### config.mk
export PLATFORM = sky130hd
export DESIGN_NAME = usb_rc_crc
export DESIGN_NICKNAME = d
export VERILOG_FILES = /design/src/rtl/usb_rc_crc.sv
export SDC_FILE = /design/constraint.sdc
export NUM_CORES = 1
export LEC_CHECK = 0
export BUFFER_PORTS_ARGS = -buffer_cell sky130_fd_sc_hd__buf_2
export CAP_MARGIN = 20
export CELL_PAD_IN_SITES_DETAIL_PLACEMENT = 0
export CELL_PAD_IN_SITES_GLOBAL_PLACEMENT = 2
export CORE_MARGIN = 8
export CORE_UTILIZATION = 35
export CTS_BUF_LIST = sky130_fd_sc_hd__clkbuf_2
export CTS_CLUSTER_SIZE = 28
export DETAILED_ROUTE_END_ITERATION = 10
export PLACE_DENSITY_LB_ADDON = 0.1
export SLEW_MARGIN = 20
export SYNTH_ARGS = -nofsm -noshare
export SYNTH_HDL_FRONTEND = slang
export SYNTH_SLANG_ARGS = --single-unit
### constraint.sdc
create_clock -name clk -period 2 [get_ports clk]
set_input_delay 0.6 -clock clk [delete_from_list [all_inputs] [get_ports clk]]
set_output_delay 0.6 -clock clk [all_outputs]
set_load 0.005 [all_outputs]
### src/rtl/usb_rc_crc.sv
// Receive-side PID/CRC16 checker: takes one de-stuffed bit per clock (LSB-first),
// classifies the packet as handshake or data and holds a pass/fail result until acknowledged.
module usb_rc_crc (
   input  logic        clk,
   input  logic        rst_n,
   input  logic        s_in,
   input  logic        start_rc_crc,
   input  logic        end_rc_crc,
   input  logic        pkt_rec,
   input  logic        rc_CRCerror,
   output logic        pkt_status,
   output logic        CRC_error,
   output logic [7:0]  rc_hshake,
   output logic [63:0] rc_data
);

   typedef enum logic [1:0] {
      ST_IDLE,
      ST_PID,
      ST_DATA,
      ST_DONE
   } state_t;

   localparam logic [15:0] CRC_INIT      = 16'hFFFF;
   localparam logic [15:0] CRC_POLY      = 16'h8005;
   localparam logic [15:0] CRC_RESIDUE   = 16'h800D;
   localparam logic [6:0]  CNT_MAX       = 7'd127;
   localparam logic [6:0]  PID_LAST      = 7'd7;
   localparam logic [6:0]  HSHAKE_BITS   = 7'd8;
   localparam logic [6:0]  PAYLOAD_FIRST = 7'd8;
   localparam logic [6:0]  PAYLOAD_LAST  = 7'd71;
   localparam logic [6:0]  DATA_BITS     = 7'd88;

   state_t      state_q;
   logic [6:0]  cnt_q;        // number of packet bits received so far
   logic [15:0] crc_q;
   logic [7:0]  pid_q;
   logic        err_sticky_q;
   logic        status_q;
   logic        error_q;

   logic [6:0]  cnt_next;
   logic        crc_fb;
   logic [15:0] crc_next;
   logic        pid_valid;
   logic        pid_is_hshake;
   logic        pid_is_data;
   logic        end_error;

   assign cnt_next      = (cnt_q == CNT_MAX) ? cnt_q : cnt_q + 7'd1;
   assign crc_fb        = s_in ^ crc_q[15];
   assign crc_next      = {crc_q[14:0], 1'b0} ^ (crc_fb ? CRC_POLY : 16'h0000);
   assign pid_valid     = (pid_q[7:4] == ~pid_q[3:0]);
   assign pid_is_hshake = (pid_q[1:0] == 2'b10);
   assign pid_is_data   = (pid_q[1:0] == 2'b11);

   // Verdict for a packet whose end marker is being sampled this cycle.
   always_comb begin
      // NOTE: end_error takes a default before any condition, so no path leaves it unassigned and no latch is inferred.
      end_error = err_sticky_q | rc_CRCerror;
      if (!pid_valid)
         end_error = 1'b1;
      if (!pid_is_hshake && !pid_is_data)
         end_error = 1'b1;
      if (pid_is_hshake && (cnt_q != HSHAKE_BITS))
         end_error = 1'b1;
      if (pid_is_data && ((cnt_q != DATA_BITS) || (crc_q != CRC_RESIDUE)))
         end_error = 1'b1;
   end

   // NOTE: all state here is sequential and uses non-blocking assignments so every register sees pre-edge values.
   always_ff @(posedge clk or negedge rst_n) begin
      if (!rst_n) begin
         state_q      <= ST_IDLE;
         cnt_q        <= 7'd0;
         crc_q        <= CRC_INIT;
         pid_q        <= 8'h00;
         err_sticky_q <= 1'b0;
         status_q     <= 1'b0;
         error_q      <= 1'b0;
         rc_hshake    <= 8'h00;
         rc_data      <= 64'h0;
      end else if (start_rc_crc) begin
         // Start in any state (even alongside end_rc_crc) restarts; this cycle carries PID bit 0.
         state_q      <= ST_PID;
         cnt_q        <= 7'd1;
         crc_q        <= CRC_INIT;
         pid_q        <= {7'b0, s_in};
         err_sticky_q <= 1'b0;
         status_q     <= 1'b0;
         error_q      <= 1'b0;
         rc_hshake    <= 8'h00;
         rc_data      <= 64'h0;
      end else begin
         case (state_q)
            ST_IDLE: begin
            end

            ST_PID, ST_DATA: begin
               err_sticky_q <= err_sticky_q | rc_CRCerror;
               if (end_rc_crc) begin
                  state_q  <= ST_DONE;
                  status_q <= 1'b1;
                  error_q  <= end_error;
                  if (state_q == ST_PID && pid_valid && pid_is_hshake && cnt_q == HSHAKE_BITS)
                     rc_hshake <= pid_q;
               end else begin
                  cnt_q <= cnt_next;
                  if (state_q == ST_PID) begin
                     if (cnt_q < HSHAKE_BITS)
                        pid_q[cnt_q[2:0]] <= s_in;
                     // Bits 0 and 1 already decide the packet type when bit 7 arrives.
                     if (cnt_q == PID_LAST && pid_is_data)
                        state_q <= ST_DATA;
                  end else begin
                     crc_q <= crc_next;
                     if (cnt_q >= PAYLOAD_FIRST && cnt_q <= PAYLOAD_LAST)
                        rc_data <= {s_in, rc_data[63:1]};
                  end
               end
            end

            ST_DONE: begin
               error_q <= error_q | rc_CRCerror;
               if (pkt_rec) begin
                  state_q  <= ST_IDLE;
                  status_q <= 1'b0;
                  error_q  <= 1'b0;
               end
            end

            default: state_q <= ST_IDLE;
         endcase
      end
   end

   // An upstream error coinciding with the acknowledge must still show in the last valid cycle.
   assign pkt_status = status_q;
   assign CRC_error  = error_q | (status_q & rc_CRCerror);

endmodule

* Word-level counts from Yosys, hierarchy flattened
Cells that the tools add are included.
W data, S select, Z words.
** Word-level totals
- RAM bits :: 0
- Word-level logic and storage cells :: 115
- Bits in latches :: 0
- Bits in registers :: 108
- Input bits :: 7
- ROM bits :: 0
- Output and inout bits :: 74
- Memories kept :: 0
** Operators by class
- Equality and inequality tests :: 19
- $mul :: 0
- Bitwise operators :: 7
- $lt $le $gt $ge :: 5
- Reductions and logical operators :: 28
- Div/mod/pow operators :: 0
- Mux-type cells :: 46
- Add/subtract/negate cells :: 1
- Shift-type cells :: 0
** Operator list (number)
- $mux W64 :: 5
- $mux W16 :: 5
- $mux W8 :: 9
- $mux W7 :: 4
- $ne A16 B16 Y1 const B :: 1
- $xor A16 B16 Y16 :: 1
- $mux W1 :: 13
- $reduce_and A3 Y1 :: 4
- $reduce_and A4 Y1 :: 3
- $reduce_bool A2 Y1 :: 6
- $mux W2 :: 5
- $logic_and A1 B1 Y1 :: 9
- $bwmux W8 :: 1
- $eq A2 B2 Y1 const B :: 4
- $ne A4 B4 Y1 const B :: 2
- $add A7 B1 Y7 const B :: 1
- $eq A7 B3 Y1 const B :: 1
- $eq A7 B4 Y1 const B :: 1
- $eq A7 B7 Y1 const B :: 1
- $ge A7 B4 Y1 const B :: 1
- $le A7 B7 Y1 const B :: 1
- $lt A7 B4 Y1 const B :: 1
- $ne A7 B4 Y1 const B :: 1
- $ne A7 B7 Y1 const B :: 1
- other kinds (18) :: 25

* Longest topological paths before layout
- Word-level depth :: 10
- Gate-level depth with buffers :: 8
- Mapped depth without buffers :: 6

* Worst setup path after synthesis
No wires, ideal clock.
- Kind :: register to register
- Start point :: register state_q[0]
- End point :: register rc_data[52]
- Buffers on the path :: 3
- Arrival time :: 1.845 ns
- Setup slack :: 0.019 ns
- Cell stages (with the launch flop) :: 9
- Library setup time :: 0.136 ns
- Path through :: dfrtp_1 inv_1 ha_1 buf_2 or3_1 buf_2 buf_1 a32oi_1 a21oi_1
** On the way
- Longest elaborated chain between the ends :: 4
** Ends and longest elaborated chain
- start, declared :: RTL line 34 : state_t state_q;
- start signal, assigned :: RTL line 74 : state_q <= ST_IDLE;
- start signal, assigned :: RTL line 85 : state_q <= ST_PID;
- start signal, assigned :: RTL line 102 : state_q <= ST_DONE;
- $eq A2 B1 Y1 or $eq A2 B2 Y1 (tied branches) :: RTL line 95, 109
- $reduce_or A2 Y1 :: RTL line 95 : case (state_q)
- $reduce_bool A2 Y1 (no source line)
- $reduce_and A4 Y1 (no source line) (*)
- end signal, assigned :: RTL line 118 : rc_data <= {s_in, rc_data[63:1]};
- end, declared :: RTL line 14 : output logic [63:0] rc_data
Mark *: on every way between the ends. The rest lies on a longest branch, timed or not.
A chain may end at the register's enable or synchronous reset.

* Worst setup path in the final report
- Start point :: register state_q[0]
- End point :: register rc_data[41]
The elaborated chain is that of the path after synthesis.

==> summary.md <==
| Metric | Value |
|---|---|
| Seq/Total Area, Yosys | 39.7% |
| Final Hold Viols | 0 |
| Final min period | 1.90 ns |
| I/O pin cnt | 81 |
| Pre-CTS WS | 0.0123 ns |
| Synth area leader | dfrtp_1 |
| Yosys Warn Count | 0 |
| Die height | 156 um |
| Most common library cells after synthesis | dfrtp_1, a21oi_1, mux2i_1, a21boi_0, a32oi_1 |
| Util after Layout | 39.5% |
| Top post-synthesis cells by area | dfrtp_1, mux2i_1, a32oi_1, a21boi_0, dfstp_2 |
| WP data arrival | 2.45 ns |
| First-pass GRT wire length | 30,300 um |
| Root buf cell | clkbuf_2 |
| CTS clk-pin slew, worst paths | 0.31 ns |
| Initial antenna violation count | 1 |
| Largest net degree at the start of global routing | 128 |
| Critical Path Sink Type | register |
| Core area | 19,300 um^2 |
| First drt pass iteration count | 4 |
| Run status | finished clean |
| Syn nets | 703 |
| Area Overhead vs Synth | 11.4% |
| Worst hold margin | 0.252 ns |
| HP Class | in2async |
| Setup Viol. Count Final | 0 |
| Flop2flop setup slack | 0.10 ns |
| # Max-Cap Violations | 0 |
| Area fraction of the dominant cell type after synthesis | 33.6% |
| Peak VDD IR | 0.000366 V |
| Most common cell in the netlist | dfrtp_1 |
| Pins Over Slew Limit | 0 |
| Gr ovfl total | 0 |
| Crit Path Max Fanout | 15 |
| CTS H-tree lvls | 3 |
| NumNets Final | 759 |
| Mapped Area | 6860 um^2 |
| Residual DRC count | 0 |
| Critical path required time | 2.55 ns |
| Clk_skew | 0.0238 ns |
| #FFs+latches synth | 108 |
| Rel. slew slack | 66.2% |
| Nature of the critical path startpoint | register |
| Critical Path, Cell by Cell | buf_4, ha_1, buf_4, nor3_4, buf_12, buf_12, and2_1, a32oi_1, a21oi_1 |
| Top FF cell, synth | dfrtp_1 |
| Via count | 5,604 |
| Leakage | 3.12 nW |
| Max stage delay on crit path | 0.46 ns |
| Post-synth EDFFs | 0 |
| Synth Area per Inst | 9.92 um^2 |
| Post-synth ARST share | 100% |
| Slew @ Worst Pin | 0.507 ns |
| RSZ-0062 raised after global routing | yes |
| Period utilization | 94.9% |
| Worst Setup Path Type | reg2reg |
| Slowest-stage cell, CP | dfrtp_1 |
| Vias in the first global route | 5,655 |
| Clock Sinks | 108 |
| Overall routing resource usage | 15.3% |
| Num CTS Buffers | 9 |
| Gp weighted congestion | 0.756 |
| Number of cell rows | 51 |
| Fmax achieved | 0.527 GHz |
| Routed vias/inst | 5.50 |
| Clock Path Buffers | 2 |
| Pwr dens | 706 nW/um^2 |
| Initial Utilization | 35.5% |
| CTS tree | yes |
| Dpl hpwl | 11,500 um |
| Buffers on Ports | 80 |
| Clk Latency, worst-skew pair | 0.62 ns |
| WL final | 18,300 um |
| Die Span X | 156 um |
| Share of layout cells above drive strength 1 | 23.9% |
| Antenna violation net count after detailed routing | 0 |
| Full die area | 24,300 um^2 |
| Worst setup margin | 0.102 ns |
| Gate Count Post-Synth | 691 |
| Post-synth cell types | 59 |
| 1st-iter DRT viols | 329 |
| DR WL/cell | 18.0 um |
==> critical path, delay by kind of cell (launching register included) <==
kind / cells / cell delay (ns)
AOI/OAI and AO/OA: 2 / 0.27
DFF: 1 / 0.46
and+or+nand+nor: 2 / 0.29
adders and majority gates: 1 / 0.21
buffers and inverters: 4 / 0.62
==> report_power, final <==
group	internal (mW)	switching [mW]	leakage, nW
combinational	0.798	1.05	1.62
clock	0.169	0.775	0.0620
sequential	2.43	0.179	1.44
total	3.39	2.00	3.12
==> layout by cell type (no fill, tap or decap), types with 2 or more instances in the layout <==
cell type   n
a21bo_2     2
a21boi_0   63
a21oi_1    73
a2bb2oi_1   2
a311oi_1    2
a31oi_1     2
a32oi_1    63
and2_1     57
and2_2      7
and3_1      2
buf_12     14
buf_2      79
buf_4      24
clkbuf_2   11
clkinv_2    4
dfrtp_1    92
dfstp_2    16
ha_1        4
inv_1       6
inv_2       2
mux2_1      2
mux2i_1    67
nand2_1    40
nand3_1    25
nand3b_1    2
nand4_1    10
nor2_1     18
nor2b_1     4
nor3_4      3
nor4_1      3
o21a_1      2
o21ai_0    10
or3_4       2
xnor2_1     5
xor2_1      4
==> sequential cells by signal (all words and copies together), names as in the netlist, 2 cells and up <==
name	cells
cnt_q	7
crc_q	16
pid_q	8
rc_data	64
rc_hshake	8
state_q	2
==> path summary, 6_finish.rpt <==
path                                 to        start  cells past startpoint
setup / recovery            rc_data[41]   state_q[0]                      9
hold / removal             rc_hshake[5]        rst_n                      2
setup reg to reg            rc_data[41]   state_q[0]                      9
hold reg to reg                crc_q[4]     crc_q[4]                      2
max in group asynchronous   rc_data[15]        rst_n                      3
min in group clk           err_sticky_q  rc_CRCerror                      3
==> layer usage <==
metal  up-vias  track usage [%]  part of all wire, %  routed length, um
li1       2669                -                    -                  -
met1      2839             20.1                   47               8620
met2        86             25.3                   49               8920
met3        10             2.80                  3.4                631
met4         0             3.84                 0.85                156
met5         -                0                    0                  0
==> logic make-up after synthesis <==
group           count (synthesis)  share of synthesized area, %
compound gates                229                          23.7
simple gates                  187                          15.7
flops                         108                          39.7
buf+inv                        83                          8.58
mux                            70                          10.3
xor+xnor                        9                          1.15
fa+ha+maj                       5                         0.912
==> metrics by stage <==
step                      total power [mW]  TNS, ns  cells  instance area [um^2]
after detailed placement              4.38        0    995                  7470
after floorplan                       3.69        0    691                  6860
after global routing                  5.78  -0.0261   1018                  7640
final                                 5.39        0   1018                  7640
after CTS                             5.40        0   1013                  7570
after global placement                4.37        0    995                  7470
==> what timing repair did <==
item,CTS,global route
setup buffers,1,4
resized for setup,0,11
hold endpoints to repair,84,0
pin swaps,0,2
hold buffers,1,0
setup endpoints to repair,1,78
==> area by class of cell <==
| type | instances | area [um^2] |
|---|---|---|
| multi-input cells | 500 | 3590 |
| fillers | 1960 | 11700 |
| flip-flops and latches | 108 | 2720 |
| clock inverters | 5 | 28.8 |
| well taps | 265 | 332 |
| inverters | 10 | 38.8 |
| clock buffers | 11 | 55.1 |
| diodes | 1 | 2.50 |
| repair buffers | 118 | 866 |
No activity file was read; power rests on OpenSTA's default activity.
